### config.mk
export PLATFORM = sky130hd
export DESIGN_NAME = uart_tx_param
export DESIGN_NICKNAME = d
export VERILOG_FILES = /design/src/rtl/uart_tx_param.sv
export SDC_FILE = /design/constraint.sdc
export NUM_CORES = 1
export LEC_CHECK = 0
export ABC_AREA = 0
export BUFFER_PORTS_ARGS = -buffer_cell sky130_fd_sc_hd__buf_2
export CAP_MARGIN = 40
export CORE_MARGIN = 4
export CORE_UTILIZATION = 38
export CTS_BUF_LIST = sky130_fd_sc_hd__clkbuf_8 sky130_fd_sc_hd__clkbuf_16
export DETAILED_ROUTE_END_ITERATION = 10
export SYNTH_ARGS = -nofsm -noshare
export SYNTH_HDL_FRONTEND = slang
export SYNTH_SLANG_ARGS = --single-unit
### constraint.sdc
create_clock -name tx_clk -period 3.8 [get_ports tx_clk]
set_clock_uncertainty 0.1 [all_clocks]
set_input_delay 0.38 -clock tx_clk [delete_from_list [all_inputs] [get_ports tx_clk]]
set_output_delay 0.38 -clock tx_clk [all_outputs]
set_load 0.005 [all_outputs]
### src/rtl/uart_tx_param.sv
// uart_tx_param -- parametrised UART transmitter with a valid/ready byte handshake.
//
// Sits between a word source (FIFO/CPU) and the serial TX pin. One word is accepted
// per frame. The frame is a start bit, DATA_BITS data bits (LSB first), an optional
// parity bit, then STOP_BITS stop bits. Each bit is held for CLKS_PER_BIT cycles.
//
// Handshake: a word transfers on any rising edge where tx_valid && tx_ready.
// tx_ready is high only while the FSM is IDLE. The source may change tx_data or
// drop tx_valid at any time without effect while the block is busy.
//
// Ports:
//   tx_clk     in   1          system clock, rising edge
//   RST        in   1          synchronous reset, active-high
//   tx_data    in   DATA_BITS  word to send, sampled only on the accept edge
//   tx_valid   in   1          source has a word on tx_data
//   tx_ready   out  1          block can accept a word (IDLE)
//   tx_output  out  1          serial line, idle high (registered)
//   tx_busy    out  1          frame in progress
//   tx_done    out  1          one-cycle pulse on the edge that ends the last stop bit
//   dbg_state  out  3          current FSM state encoding, for observation only
module uart_tx_param #(
  parameter int CLKS_PER_BIT = 434,
  parameter int DATA_BITS    = 8,
  parameter int PARITY       = 0,
  parameter int STOP_BITS    = 1
) (
  input  logic                 tx_clk,
  input  logic                 RST,
  input  logic [DATA_BITS-1:0] tx_data,
  input  logic                 tx_valid,
  output logic                 tx_ready,
  output logic                 tx_output,
  output logic                 tx_busy,
  output logic                 tx_done,
  output logic [2:0]           dbg_state
);

  if (DATA_BITS < 5 || DATA_BITS > 9) begin : g_bad_data_bits
    $error("uart_tx_param: DATA_BITS must be 5..9");
  end
  if (PARITY < 0 || PARITY > 2) begin : g_bad_parity
    $error("uart_tx_param: PARITY must be 0, 1 or 2");
  end
  if (STOP_BITS != 1 && STOP_BITS != 2) begin : g_bad_stop_bits
    $error("uart_tx_param: STOP_BITS must be 1 or 2");
  end
  if (CLKS_PER_BIT < 2) begin : g_bad_clks
    $error("uart_tx_param: CLKS_PER_BIT must be >= 2");
  end

  localparam int CW = $clog2(CLKS_PER_BIT);
  localparam logic [CW-1:0] CYC_LAST  = CW'(CLKS_PER_BIT - 1);
  localparam logic [3:0]    DATA_LAST = 4'(DATA_BITS - 1);
  localparam logic [3:0]    STOP_LAST = 4'(STOP_BITS - 1);
  localparam logic          PAR_ODD   = (PARITY == 1);
  localparam logic          HAS_PAR   = (PARITY != 0);

  typedef enum logic [2:0] {
    S_IDLE   = 3'd0,
    S_START  = 3'd1,
    S_DATA   = 3'd2,
    S_PARITY = 3'd3,
    S_STOP   = 3'd4
  } state_e;

  state_e                 state_q, state_d;
  logic [DATA_BITS-1:0]   shift_q, shift_d;
  logic                   par_q,   par_d;
  logic [3:0]             bit_q,   bit_d;
  logic [CW-1:0]          cyc_q,   cyc_d;
  logic                   out_q,   out_d;
  logic                   done_q,  done_d;
  logic                   bit_end;

  // Last cycle of the current serial bit.
  assign bit_end = (cyc_q == CYC_LAST);

  always_ff @(posedge tx_clk) begin
    if (RST) begin
      state_q <= S_IDLE;
      shift_q <= '0;
      par_q   <= 1'b0;
      bit_q   <= '0;
      cyc_q   <= '0;
      out_q   <= 1'b1;
      done_q  <= 1'b0;
    end else begin
      state_q <= state_d;
      shift_q <= shift_d;
      par_q   <= par_d;
      bit_q   <= bit_d;
      cyc_q   <= cyc_d;
      out_q   <= out_d;
      done_q  <= done_d;
    end
  end

  // The line level is computed one edge ahead so tx_output is a clean register
  // that changes on exactly the same edge as the state.
  always_comb begin
    state_d = state_q;
    shift_d = shift_q;
    par_d   = par_q;
    bit_d   = bit_q;
    cyc_d   = cyc_q;
    out_d   = out_q;
    done_d  = 1'b0;

    if (state_q != S_IDLE) begin
      cyc_d = bit_end ? '0 : cyc_q + 1'b1;
    end

    case (state_q)
      S_IDLE: begin
        out_d = 1'b1;
        if (tx_valid) begin
          state_d = S_START;
          shift_d = tx_data;
          par_d   = (^tx_data) ^ PAR_ODD;
          bit_d   = '0;
          cyc_d   = '0;
          out_d   = 1'b0;
        end
      end
      S_START: begin
        if (bit_end) begin
          state_d = S_DATA;
          bit_d   = '0;
          out_d   = shift_q[0];
        end
      end
      S_DATA: begin
        if (bit_end) begin
          if (bit_q == DATA_LAST) begin
            bit_d = '0;
            if (HAS_PAR) begin
              state_d = S_PARITY;
              out_d   = par_q;
            end else begin
              state_d = S_STOP;
              out_d   = 1'b1;
            end
          end else begin
            // Shift right so the next data bit is always at position 0.
            bit_d   = bit_q + 4'd1;
            shift_d = {1'b0, shift_q[DATA_BITS-1:1]};
            out_d   = shift_d[0];
          end
        end
      end
      S_PARITY: begin
        if (bit_end) begin
          state_d = S_STOP;
          bit_d   = '0;
          out_d   = 1'b1;
        end
      end
      S_STOP: begin
        if (bit_end) begin
          if (bit_q == STOP_LAST) begin
            state_d = S_IDLE;
            bit_d   = '0;
            done_d  = 1'b1;
          end else begin
            bit_d = bit_q + 4'd1;
          end
          out_d = 1'b1;
        end
      end
      default: begin
        state_d = S_IDLE;
        out_d   = 1'b1;
      end
    endcase
  end

  assign tx_busy   = (state_q != S_IDLE);
  assign tx_ready  = ~tx_busy;
  assign tx_output = out_q;
  assign tx_done   = done_q;
  assign dbg_state = state_q;

endmodule

---- Word level (Yosys, flattened, before mapping) ----
Index checks and enable logic that the tools add are counted.
Widths: inputs -> output; s select.
storage, ports and cells
  input port bits ......................... 11
  bits in read-only memories .............. 0
  bits in writable memories ............... 0
  memories ................................ 0
  logic and storage cells ................. 69
  flip-flop bits (word level) ............. 26
  bits in latches ......................... 0
  output and inout port bits .............. 7
operators by class
  multiply operators ...................... 0
  bitwise operators ....................... 3
  add/subtract/negate cells ............... 2
  multiplexer cells ....................... 30
  shifts and indexed selects .............. 0
  $lt $le $gt $ge ......................... 0
  equal/unequal tests ..................... 16
  reductions and logical operators ........ 12
  divide/modulo/power cells ............... 0
operator list
  kind                 number
  $mux 9               4
  $mux 4               6
  $mux 8               3
  $mux 3               7
  $ne 2x2->1 const B   8
  $pmux 4 s4           1
  $pmux 8 s2           1
  $pmux 3 s5           1
  $add 9x1->9 const B  1
  $eq 9x9->1 const B   1
  $reduce_and 7->1     1
  $eq 3x2->1 const B   2
  $mux 1               6
  $reduce_and 5->1     1
  $add 4x1->4 const B  1
  $eq 4x3->1 const B   1
  $logic_not 4->1      1
  $ne 2x1->1 const B   2
  $pmux 1 s4           1
  $reduce_and 4->1     1
  $reduce_bool 4->1    1
  $reduce_or 2->1      2
  $eq 3x1->1 const B   1
  $eq 3x3->1 const B   1
  6 further kinds      8

---- Longest topological paths before layout ----
Gate-level depths: netlist of the first run.
  depth after elaboration ................. 5
  gate-level depth with buffers ........... 8
  mapped depth without buffers ............ 6

---- Worst setup path before layout of the first run ----
Ideal clock, no wire load.
  kind .................................... register -> register
  start point ............................. register state_q[2], in the netlist dbg_state[2]
  end point ............................... register bit_q[3]
  stages on the path, launching flop included .. 6
  data required time ...................... 3,572 ps
  setup slack ............................. 1,973 ps
  buffers on the path ..................... 1
  clock period less this slack ............ 1,827 ps
  data arrival time ....................... 1,600 ps
  setup time .............................. 128 ps
  cell sequence ........................... dfxtp_1 -> buf_2 -> or3b_1 -> a211o_1 -> a22oi_1 -> o32ai_1
on the way
  longest elaborated chain between the ends .. 4
  elaborated cells on any way between the ends .. 13
  those cells by class .................... eq/ne: 8; mux: 1; reduce/logical: 4
RTL lines
  what                                                       RTL line  text
  from (decl)                                                66        state_e state_q, state_d;
  from (signal assigned)                                     88        state_q <= state_d;
  $eq 3x2->1 or $eq 3x1->1 (tied branches)                   113       case (state_q)
  $reduce_or 2->1 (no line)                                  --
  $ne 2x1->1 (no line) or $reduce_bool 4->1 (tied branches)  --
  $reduce_and 5->1 (no line)                                 --
  to (signal assigned)                                       91        bit_q <= bit_d;
  to (decl)                                                  69        logic [3:0] bit_q, bit_d;
Parallel ways exist; a longest one is shown, timed or not.
A chain may end at the register's enable or synchronous reset.

---- Final worst setup path of the first run ----
  start point ............................. register state_q[0], in the netlist dbg_state[0]
  end point ............................... register cyc_q[8]
on the way
  longest elaborated chain between the ends .. 4
  elaborated cells on any way between the ends .. 5
  those cells by class .................... mux: 3; reduce/logical: 2
RTL lines
  what                  RTL line  text
  $reduce_bool 3->1     109       if (state_q != S_IDLE) begin
  $mux 9                109
  $mux 9                116       if (tx_valid) begin
  $mux 9 (*)            113
  to (signal assigned)  92        cyc_q <= cyc_d;
  to (decl)             70        logic [CW-1:0] cyc_q, cyc_d;
Mark *: on every way between the ends. The rest lies on a longest branch, timed or not.

==> results of run 1 <==
-- per-layer routing --
metal / vias up / track usage, % / wire [µm]
met5: - / 0 / 0
met4: 0 / 5.01 / 41
met3: 6 / 2.95 / 114
met2: 21 / 22.1 / 1590
met1: 661 / 19.3 / 1800
li1: 704 / - / -
-- Yosys cell counts (2+ instances only) --
library cell	n	share of area [%]
a41oi_1	4	2.3
o21bai_1	2	0.97
nand3b_1	4	1.9
nand3_1	8	2.6
a21oi_1	19	6.1
and3_1	3	1.2
or3_1	2	0.81
nor3b_1	2	0.97
o21ai_1	10	3.2
or4b_1	2	1.3
a211oi_1	6	2.9
nor3_1	3	0.97
o211ai_1	2	0.97
buf_4	2	0.97
nor2_1	6	1.5
a211o_1	8	4.5
ha_1	4	3.2
nand2_1	20	4.9
inv_1	5	1.2
a22oi_1	2	0.97
a311oi_1	4	2.3
o21ai_0	5	1.6
or3b_1	2	1.1
clkbuf_1	4	0.97
dfxtp_1	26	34
buf_1	2	0.49
nor4b_4	2	3.1
buf_2	7	2.3
-- layout by cell type, fill, tap and decap left out, types with 2 or more instances in the layout --
cell type,count
a211o_1,8
a211oi_1,6
a21oi_1,19
a22oi_1,2
a311oi_1,4
a41oi_1,4
and3_1,3
buf_2,17
clkbuf_8,3
dfxtp_1,26
ha_1,4
inv_1,5
nand2_1,20
nand3_1,8
nand3b_1,4
nor2_1,6
nor3_1,3
nor3b_1,2
nor4b_4,2
o211ai_1,2
o21ai_0,5
o21ai_1,10
o21bai_1,2
or3_1,2
or3b_1,2
or4b_1,2
-- registers in the layout (all words and copies together), names as in the netlist --
name       count
tx_done        1
cyc_q          9
bit_q          4
shift_q        8
dbg_state      3
tx_output      1
-- worst max-delay path: cells and delay by family, from the launching register on --
kind                   cells  cell delay, ps
AOI/OAI and AO/OA          3            1000
buffers and inverters      1             180
DFF                        1             640
and+or+nand+nor            1             310
-- power by group --
group          leakage [nW]  total (mW)  switching (mW)  internal, mW
Clock                0.0216       0.155          0.0842        0.0711
Sequential            0.211       0.287         0.00694         0.280
Combinational         0.333      0.0530          0.0312        0.0218
Total                 0.566       0.495           0.122         0.373
-- how the worst max path moves through the flow --
stage / end / slack, ps / startpoint
after detailed placement: shift_q[4] / 1510 / dbg_state[1]
after global placement: shift_q[0] / 1450 / dbg_state[1]
final: cyc_q[8] / 1470 / dbg_state[0]
after floorplan: bit_q[3] / 1970 / dbg_state[2]
after CTS: shift_q[5] / 1480 / dbg_state[1]
after global routing: cyc_q[8] / 1270 / dbg_state[2]
-- through the flow --
step	hold WS (ps)	power, mW	utilization (%)	cells
floorplan	355	0.331	-	184
global placement	366	0.345	42.4	233
detailed placement	373	0.346	42.6	234
CTS	254	0.505	43.6	237
global route	289	0.521	43.6	237
finish	258	0.495	43.6	237
-- cell families (layout without fill, tap and decap cells) --
group / after synthesis / count (layout) / share of synthesized area, %
AOI/OAI and AO/OA: 69 / 69 / 30.6
adders and majority gates: 4 / 4 / 3.23
buffers and inverters: 22 / 27 / 6.95
DFF: 26 / 26 / 33.6
muxes: 1 / 1 / 0.647
and+or+nand+nor: 62 / 62 / 24.9
-- cell type report --
type / instances / share of cell area (%)
multi-input cells: 136 / 55.5
flip-flops and latches: 26 / 31.4
repair buffers: 18 / 5.58
well taps: 48 / 3.62
clock buffers: 3 / 2.49
inverters: 6 / 1.43
==> results.sh, run 1 <==
export IMPL_dpl_cell_area_um2=1620
export IMPL_die_h_um=71.8
export IMPL_end_kind="flop"
export IMPL_rrSetupSlack_ps=1470
export IMPL_synth_warnings=0
export IMPL_fmax_ghz=0.430
export IMPL_grt_setup_unrepaired="no"
export IMPL_arrival_ps=2400
export IMPL_p_leak_nw=0.566
export IMPL_synth_edf_count=0
export IMPL_setup_tns_final_ps=0
export IMPL_power_density_nw_per_um2=299
export IMPL_synth_area_um2=1550
export IMPL_period_needed_ps=2330
export IMPL_avgViaCountPerCell=5.87
export IMPL_vias=1392
export IMPL_final_area_um2=1660
export IMPL_route_detailed_drc=0
export IMPL_numCtsBuffers=3
export IMPL_r2r_start="dbg_state[0]"
export IMPL_n_antenna_cell=0
export IMPL_grt_pass1_wl_um=6120
export IMPL_grt_usage_pct=14.2
export IMPL_area_growth_syn_to_layout_pct=7.11
export IMPL_ys_types=46
export IMPL_worstPathRequired_ps=3880
export IMPL_firstDrtPassIters=4
export IMPL_finalWirelength_um=3540
export IMPL_drtAntennaViolNets=0
export IMPL_reg2reg_depth=5
export IMPL_ys_ff_latch=26
export IMPL_io_pin_count=18
export IMPL_whs_endpoint="shift_q[7]"
export IMPL_cts_tree="yes"
export IMPL_maxCapViolations=0
export IMPL_hold_path_class="primary input to flop"
export IMPL_htree_levels=1
export IMPL_drtIter0Drc=44
export IMPL_synth_nets=199
export IMPL_status="complete, no violations"
export IMPL_io_buffers=17
export IMPL_clockBufferDepth=2
export IMPL_core_rowCount=22
export IMPL_drv_slew=0
export IMPL_relSlewSlack_pct=55.7
export IMPL_post_cts_buffers=0
export IMPL_startpoint_type="flop"
export IMPL_seq_area_frac_synth_pct=33.6
export IMPL_cts_root_buf="clkbuf_8"
export IMPL_multiInputGateArea_um2=920
export IMPL_post_route_period_util_pct=61.2
export IMPL_syn_inst=184
export IMPL_max_stage_delay_ps=640
export IMPL_worstSetupPathType="flop to flop"
export IMPL_tightest_slew_ps=662
export IMPL_crit_chain="or3_1 -> clkinv_2 -> a21oi_2 -> a41oi_1 -> a311oi_1"
export IMPL_clock_sinks=26
export IMPL_drive_gt1_share_pct=15.9
export IMPL_syn_avg_cell_area_um2=8.41
export IMPL_nNetsFinal=206
export IMPL_final_fill_count=413
export IMPL_setup_viol=0
export IMPL_ir_drop_v=0.000131
export IMPL_clock_latency_ps=270
export IMPL_synthArstFlopShare_pct=0
export IMPL_whs_path_depth=3
export IMPL_post_dp_hpwl_um=2460
export IMPL_worst_slack_ps=1470
export IMPL_final_hold_viol_count=0
export IMPL_cpMaxStageDelayCell="dfxtp_1"
export IMPL_cts_resized=0
export IMPL_pre_cts_slack_ps=1510
export IMPL_die_w_um=71.8
export IMPL_grt_pass1_vias=1323
export IMPL_dieArea_um2=5160
export IMPL_clk_pin_slew_worst_paths_ps=90
export IMPL_antenna_found_initial=0
export IMPL_coreArea_um2=3800
export IMPL_wl_per_cell_um=14.9
export IMPL_start_util_pct=40.7
export IMPL_grt_max_degree=28
export IMPL_grt_overflow=0
export IMPL_gp_congestion=0.825
export IMPL_critPathMaxFanout=13
export IMPL_synth_ff_type="dfxtp_1"
export IMPL_reg2reg_to="cyc_q[8]"
export IMPL_cts_hold_buffers=0
export IMPL_regArea_um2=520
export IMPL_hold_start="tx_data[7]"
Note: power is estimated with default switching activity, not from simulation.
==> run 2, diff against run 1 <==
==> constraint.sdc (replaced) <==
create_clock -name tx_clk -period 2.4 [get_ports tx_clk]
set_clock_uncertainty 0.1 [all_clocks]
set_input_delay 0.24 -clock tx_clk [delete_from_list [all_inputs] [get_ports tx_clk]]
set_output_delay 0.24 -clock tx_clk [all_outputs]
set_load 0.005 [all_outputs]
==> results.sh, run 2 (synthesis results as in run 1) <==
export IMPL_reg_top3="cyc_q: 9 flops, shift_q: 8 flops, bit_q: 4 flops"
export IMPL_area_growth_syn_to_layout_pct=11.5
export IMPL_clock_latency_ps=270
export IMPL_final_hold_viol_count=0
export IMPL_post_cts_buffers=0
export IMPL_worstSetupPathType="flop to flop"
export IMPL_period_needed_ps=2120
export IMPL_power_density_nw_per_um2=525
export IMPL_cts_tree="yes"
export IMPL_fmax_ghz=0.471
export IMPL_crit_buf_inv=1
export IMPL_cts_hold_buffers=0
export IMPL_drv_slew=0
export IMPL_critPathMaxFanout=13
export IMPL_clockBufferDepth=2
export IMPL_regMostFlops="cyc_q"
export IMPL_firstDrtPassIters=5
export IMPL_tightest_slew_ps=693
export IMPL_start_util_pct=40.7
export IMPL_htree_levels=1
export IMPL_power_frac_seq_pct=49.8
export IMPL_final_cell_mix="dfxtp_1, nand2_1, a21oi_1, buf_2, o21ai_1"
export IMPL_n_antenna_cell=0
export IMPL_drtAntennaViolNets=0
export IMPL_drive_gt1_share_pct=18.5
export IMPL_io_buffers=17
export IMPL_switching_share_pct=22.4
export IMPL_hold_path_class="primary input to flop"
export IMPL_route_detailed_drc=0
export IMPL_max_stage_delay_ps=530
export IMPL_setup_tns_final_ps=0
export IMPL_io_pin_count=18
export IMPL_worstPathRequired_ps=2490
export IMPL_cpMaxStageDelayCell="dfxtp_1"
export IMPL_grt_setup_unrepaired="no"
export IMPL_largest_reg_flops=9
export IMPL_grt_pass1_wl_um=6110
export IMPL_internal_power_mw=0.702
export IMPL_cts_root_buf="clkbuf_8"
export IMPL_combPwrFrac_pct=9.9
export IMPL_critPathTopFamily="compound AO/OA/AOI/OAI gates"
export IMPL_die_h_um=71.8
export IMPL_vias=1435
export IMPL_core_rowCount=22
export IMPL_final_area_um2=1730
export IMPL_avgViaCountPerCell=5.91
export IMPL_grt_pass1_vias=1303
export IMPL_pwr_share_clk_pct=40.3
export IMPL_grt_overflow=0
export IMPL_p_leak_nw=0.607
export IMPL_wl_per_cell_um=15.5
export IMPL_final_common_cell="dfxtp_1"
export IMPL_ir_drop_v=0.000354
export IMPL_die_w_um=71.8
export IMPL_startpoint_type="flop"
export IMPL_maxCapViolations=0
export IMPL_nNetsFinal=211
export IMPL_dpl_cell_area_um2=1650
export IMPL_coreArea_um2=3800
export IMPL_post_dp_hpwl_um=2670
export IMPL_numCtsBuffers=3
export IMPL_cts_resized=0
export IMPL_antenna_found_initial=0
export IMPL_finalWirelength_um=3760
export IMPL_clk_pin_slew_worst_paths_ps=90
export IMPL_arrival_ps=2210
export IMPL_end_kind="flop"
export IMPL_grt_max_degree=28
export IMPL_crit_chain="or3_1 -> clkinv_2 -> a21oi_2 -> a41oi_1 -> a311oi_1"
export IMPL_drtIter0Drc=71
export IMPL_relSlewSlack_pct=53.6
export IMPL_status="complete, no violations"
export IMPL_grt_usage_pct=14.5
export IMPL_clock_sinks=26
export IMPL_gp_congestion=0.845
export IMPL_post_route_period_util_pct=88.4
export IMPL_setup_viol=0
export IMPL_dieArea_um2=5160
export IMPL_p_switching_mw=0.203
## run 2: cell count changes in the layout (fill, tap and decap cells not counted)
cell / delta
buf_4: +5
bufinv_16: +1
## run 2: worst min-delay path, stage by stage
cell and delay, ps:
buf_2 100, nand3_1 50, a21oi_1 60
## run 2: final cells by class
cell class / count / area [µm²]
clock buffers: 3 / 41.3
clock inverters: 1 / 30.0
fillers: 376 / 2070
inverters: 6 / 23.8
multi-input cells: 136 / 920
flip-flops and latches: 26 / 520
well taps: 48 / 60.1
repair buffers: 23 / 130
## run 2: final timing paths
path | startpoint | endpoint | slack [ps] | cells after the start
worst max-delay path | dbg_state[2] | cyc_q[7] | 280 | 5
worst min-delay path | tx_data[7] | shift_q[7] | 120 | 3
worst max register to register | dbg_state[2] | cyc_q[7] | 280 | 5
worst min register to register | shift_q[2] | shift_q[2] | 390 | 2
## run 2: power groups by stage
stage	Clock (mW)	Combinational, mW	Sequential, mW
3_5_place_dp	0	0.0892	0.461
3_3_place_gp	0	0.0869	0.461
2_1_floorplan	0	0.0649	0.459
4_1_cts	0.375	0.0896	0.451
6_report	0.364	0.0897	0.451
5_1_grt	0.389	0.0995	0.453
## run 2: layer usage
metal  track usage, %  vias up  share of wire (%)
li1                 -      715                  -
met4             6.05        0                1.7
met2             22.6       35                 46
met1             20.3      679                 48
met3             1.68        6                4.0
met5                0        -                  0
## run 2: metrics by stage
step	hold slack [ps]	total power, mW	worst slack, ps	utilization, %	instances
final	120	0.905	279	45.4	243
after global routing	123	0.941	147	45.4	243
after CTS	120	0.915	314	45.4	243
after detailed placement	373	0.550	353	43.5	239
after global placement	365	0.547	456	43.5	239
after floorplan	292	0.523	573	-	184
==> run 3, diff against run 2 <==
--- a/config.mk
+++ b/config.mk
@@ -8,10 +8,13 @@
 export ABC_AREA = 0
 export BUFFER_PORTS_ARGS = -buffer_cell sky130_fd_sc_hd__buf_2
 export CAP_MARGIN = 40
+export CELL_PAD_IN_SITES_DETAIL_PLACEMENT = 0
+export CELL_PAD_IN_SITES_GLOBAL_PLACEMENT = 1
 export CORE_MARGIN = 4
 export CORE_UTILIZATION = 38
 export CTS_BUF_LIST = sky130_fd_sc_hd__clkbuf_8 sky130_fd_sc_hd__clkbuf_16
 export DETAILED_ROUTE_END_ITERATION = 10
+export PLACE_DENSITY_LB_ADDON = 0.1
 export SYNTH_ARGS = -nofsm -noshare
 export SYNTH_HDL_FRONTEND = slang
 export SYNTH_SLANG_ARGS = --single-unit
==> results.sh, run 3 (synthesis results as in run 1) <==
export IMPL_critPathMaxFanout=13
export IMPL_cts_root_buf="clkbuf_8"
export IMPL_drv_slew=0
export IMPL_nNetsFinal=212
export IMPL_route_detailed_drc=0
export IMPL_worstPathRequired_ps=2480
export IMPL_final_fill_count=403
export IMPL_fin_util_pct=45.2
export IMPL_relSlewSlack_pct=52.9
export IMPL_maxCapViolations=0
export IMPL_max_stage_delay_ps=570
export IMPL_numCtsBuffers=3
export IMPL_grt_pass1_vias=1301
export IMPL_gp_congestion=0.863
export IMPL_largest_reg_flops=9
export IMPL_ir_drop_v=0.000308
export IMPL_firstDrtPassIters=4
export IMPL_grt_overflow=0
export IMPL_regMostFlops="cyc_q"
export IMPL_finalWirelength_um=3680
export IMPL_grt_max_degree=28
export IMPL_grt_setup_unrepaired="no"
export IMPL_cpMaxStageDelayCell="dfxtp_1"
export IMPL_avgViaCountPerCell=5.77
export IMPL_startpoint_type="flop"
export IMPL_grt_usage_pct=14.9
export IMPL_crit_buf_inv=1
export IMPL_cts_hold_buffers=0
export IMPL_crit_chain="or3_1 -> clkinv_2 -> a21oi_2 -> a41oi_1 -> a311oi_1"
export IMPL_tightest_slew_ps=704
export IMPL_clockBufferDepth=2
export IMPL_status="complete, no violations"
export IMPL_post_dp_hpwl_um=2620
export IMPL_reg_top3="cyc_q: 9 flops, shift_q: 8 flops, bit_q: 4 flops"
export IMPL_cts_resized=0
export IMPL_holdWs_ps=124
export IMPL_n_antenna_cell=0
export IMPL_cts_tree="yes"
export IMPL_drtAntennaViolNets=0
export IMPL_hold_path_class="primary input to flop"
export IMPL_p_leak_nw=0.606
export IMPL_post_route_period_util_pct=90.9
export IMPL_io_buffers=17
export IMPL_post_cts_buffers=0
export IMPL_final_common_cell="dfxtp_1"
export IMPL_rrSetupSlack_ps=220
export IMPL_die_h_um=71.8
export IMPL_clock_sinks=26
export IMPL_grt_pass1_wl_um=6280
export IMPL_fmax_ghz=0.458
export IMPL_io_pin_count=18
export IMPL_final_cell_mix="dfxtp_1, nand2_1, a21oi_1, buf_2, o21ai_1"
export IMPL_hold_start="tx_data[7]"
export IMPL_start_util_pct=40.7
export IMPL_antenna_found_initial=0
export IMPL_core_rowCount=22
export IMPL_end_kind="flop"
export IMPL_wl_per_cell_um=15.1
export IMPL_power_density_nw_per_um2=483
export IMPL_drtIter0Drc=106
export IMPL_clock_latency_ps=280
export IMPL_clk_pin_slew_worst_paths_ps=90
export IMPL_worstSetupPathType="flop to flop"
export IMPL_final_hold_viol_count=0
export IMPL_htree_levels=1
export IMPL_period_needed_ps=2180
export IMPL_r2r_start="dbg_state[1]"
export IMPL_die_w_um=71.8
export IMPL_vias=1407
export IMPL_arrival_ps=2270
export IMPL_coreArea_um2=3800
export IMPL_drive_gt1_share_pct=18.9
export IMPL_dieArea_um2=5160
export IMPL_setup_tns_final_ps=0
export IMPL_critPathTopFamily="compound AO/OA/AOI/OAI gates"
export IMPL_critical_path_startpoint="dbg_state[1]"
export IMPL_area_growth_syn_to_layout_pct=10.9
export IMPL_setup_viol=0
-- run 3: per-layer routing --
| metal | wire length, µm | GRT usage, % |
|---|---|---|
| met5 | 0 | 0 |
| met4 | 30 | 3.34 |
| met3 | 189 | 3.51 |
| met2 | 1570 | 21.8 |
| met1 | 1890 | 21.9 |
-- run 3: worst paths after layout --
| path | endpoint | cells after the start |
|---|---|---|
| hold / removal | shift_q[7] | 3 |
| hold reg to reg | shift_q[3] | 2 |
| setup reg to reg | cyc_q[6] | 5 |
| setup / recovery | cyc_q[6] | 5 |
-- run 3: layout make-up --
cell class	instances	area, µm²	area share, %
tap	48	60.1	3.50
multi-input combinational	136	920	53.6
sequential	26	520	30.3
timing repair buffer	24	138	8.02
inverter	6	23.8	1.38
clock buffer	4	55.1	3.21
-- run 3: power by group --
group / total, mW / switching [mW] / internal [mW] / leakage (nW)
logic: 0.0910 / 0.0549 / 0.0361 / 0.365
clock network: 0.289 / 0.142 / 0.147 / 0.0288
registers: 0.449 / 0.00638 / 0.443 / 0.211
total: 0.829 / 0.203 / 0.626 / 0.606
-- run 3: per-stage QoR --
stage          setup WS, ps  instance area [µm²]  std cells  total power, mW
2_1_floorplan           573                 1550        184            0.523
3_3_place_gp            403                 1660        240            0.549
3_5_place_dp            220                 1660        240            0.551
4_1_cts                 218                 1720        244            0.847
5_1_grt                30.3                 1720        244            0.871
6_report                218                 1720        244            0.829
-- run 3: worst reg2reg max path: stages, from the launching register on --
cell and delay [ps]:
dfxtp_1 570, or3_1 290, clkinv_2 170, a21oi_2 470, a41oi_1 200, a311oi_1 290
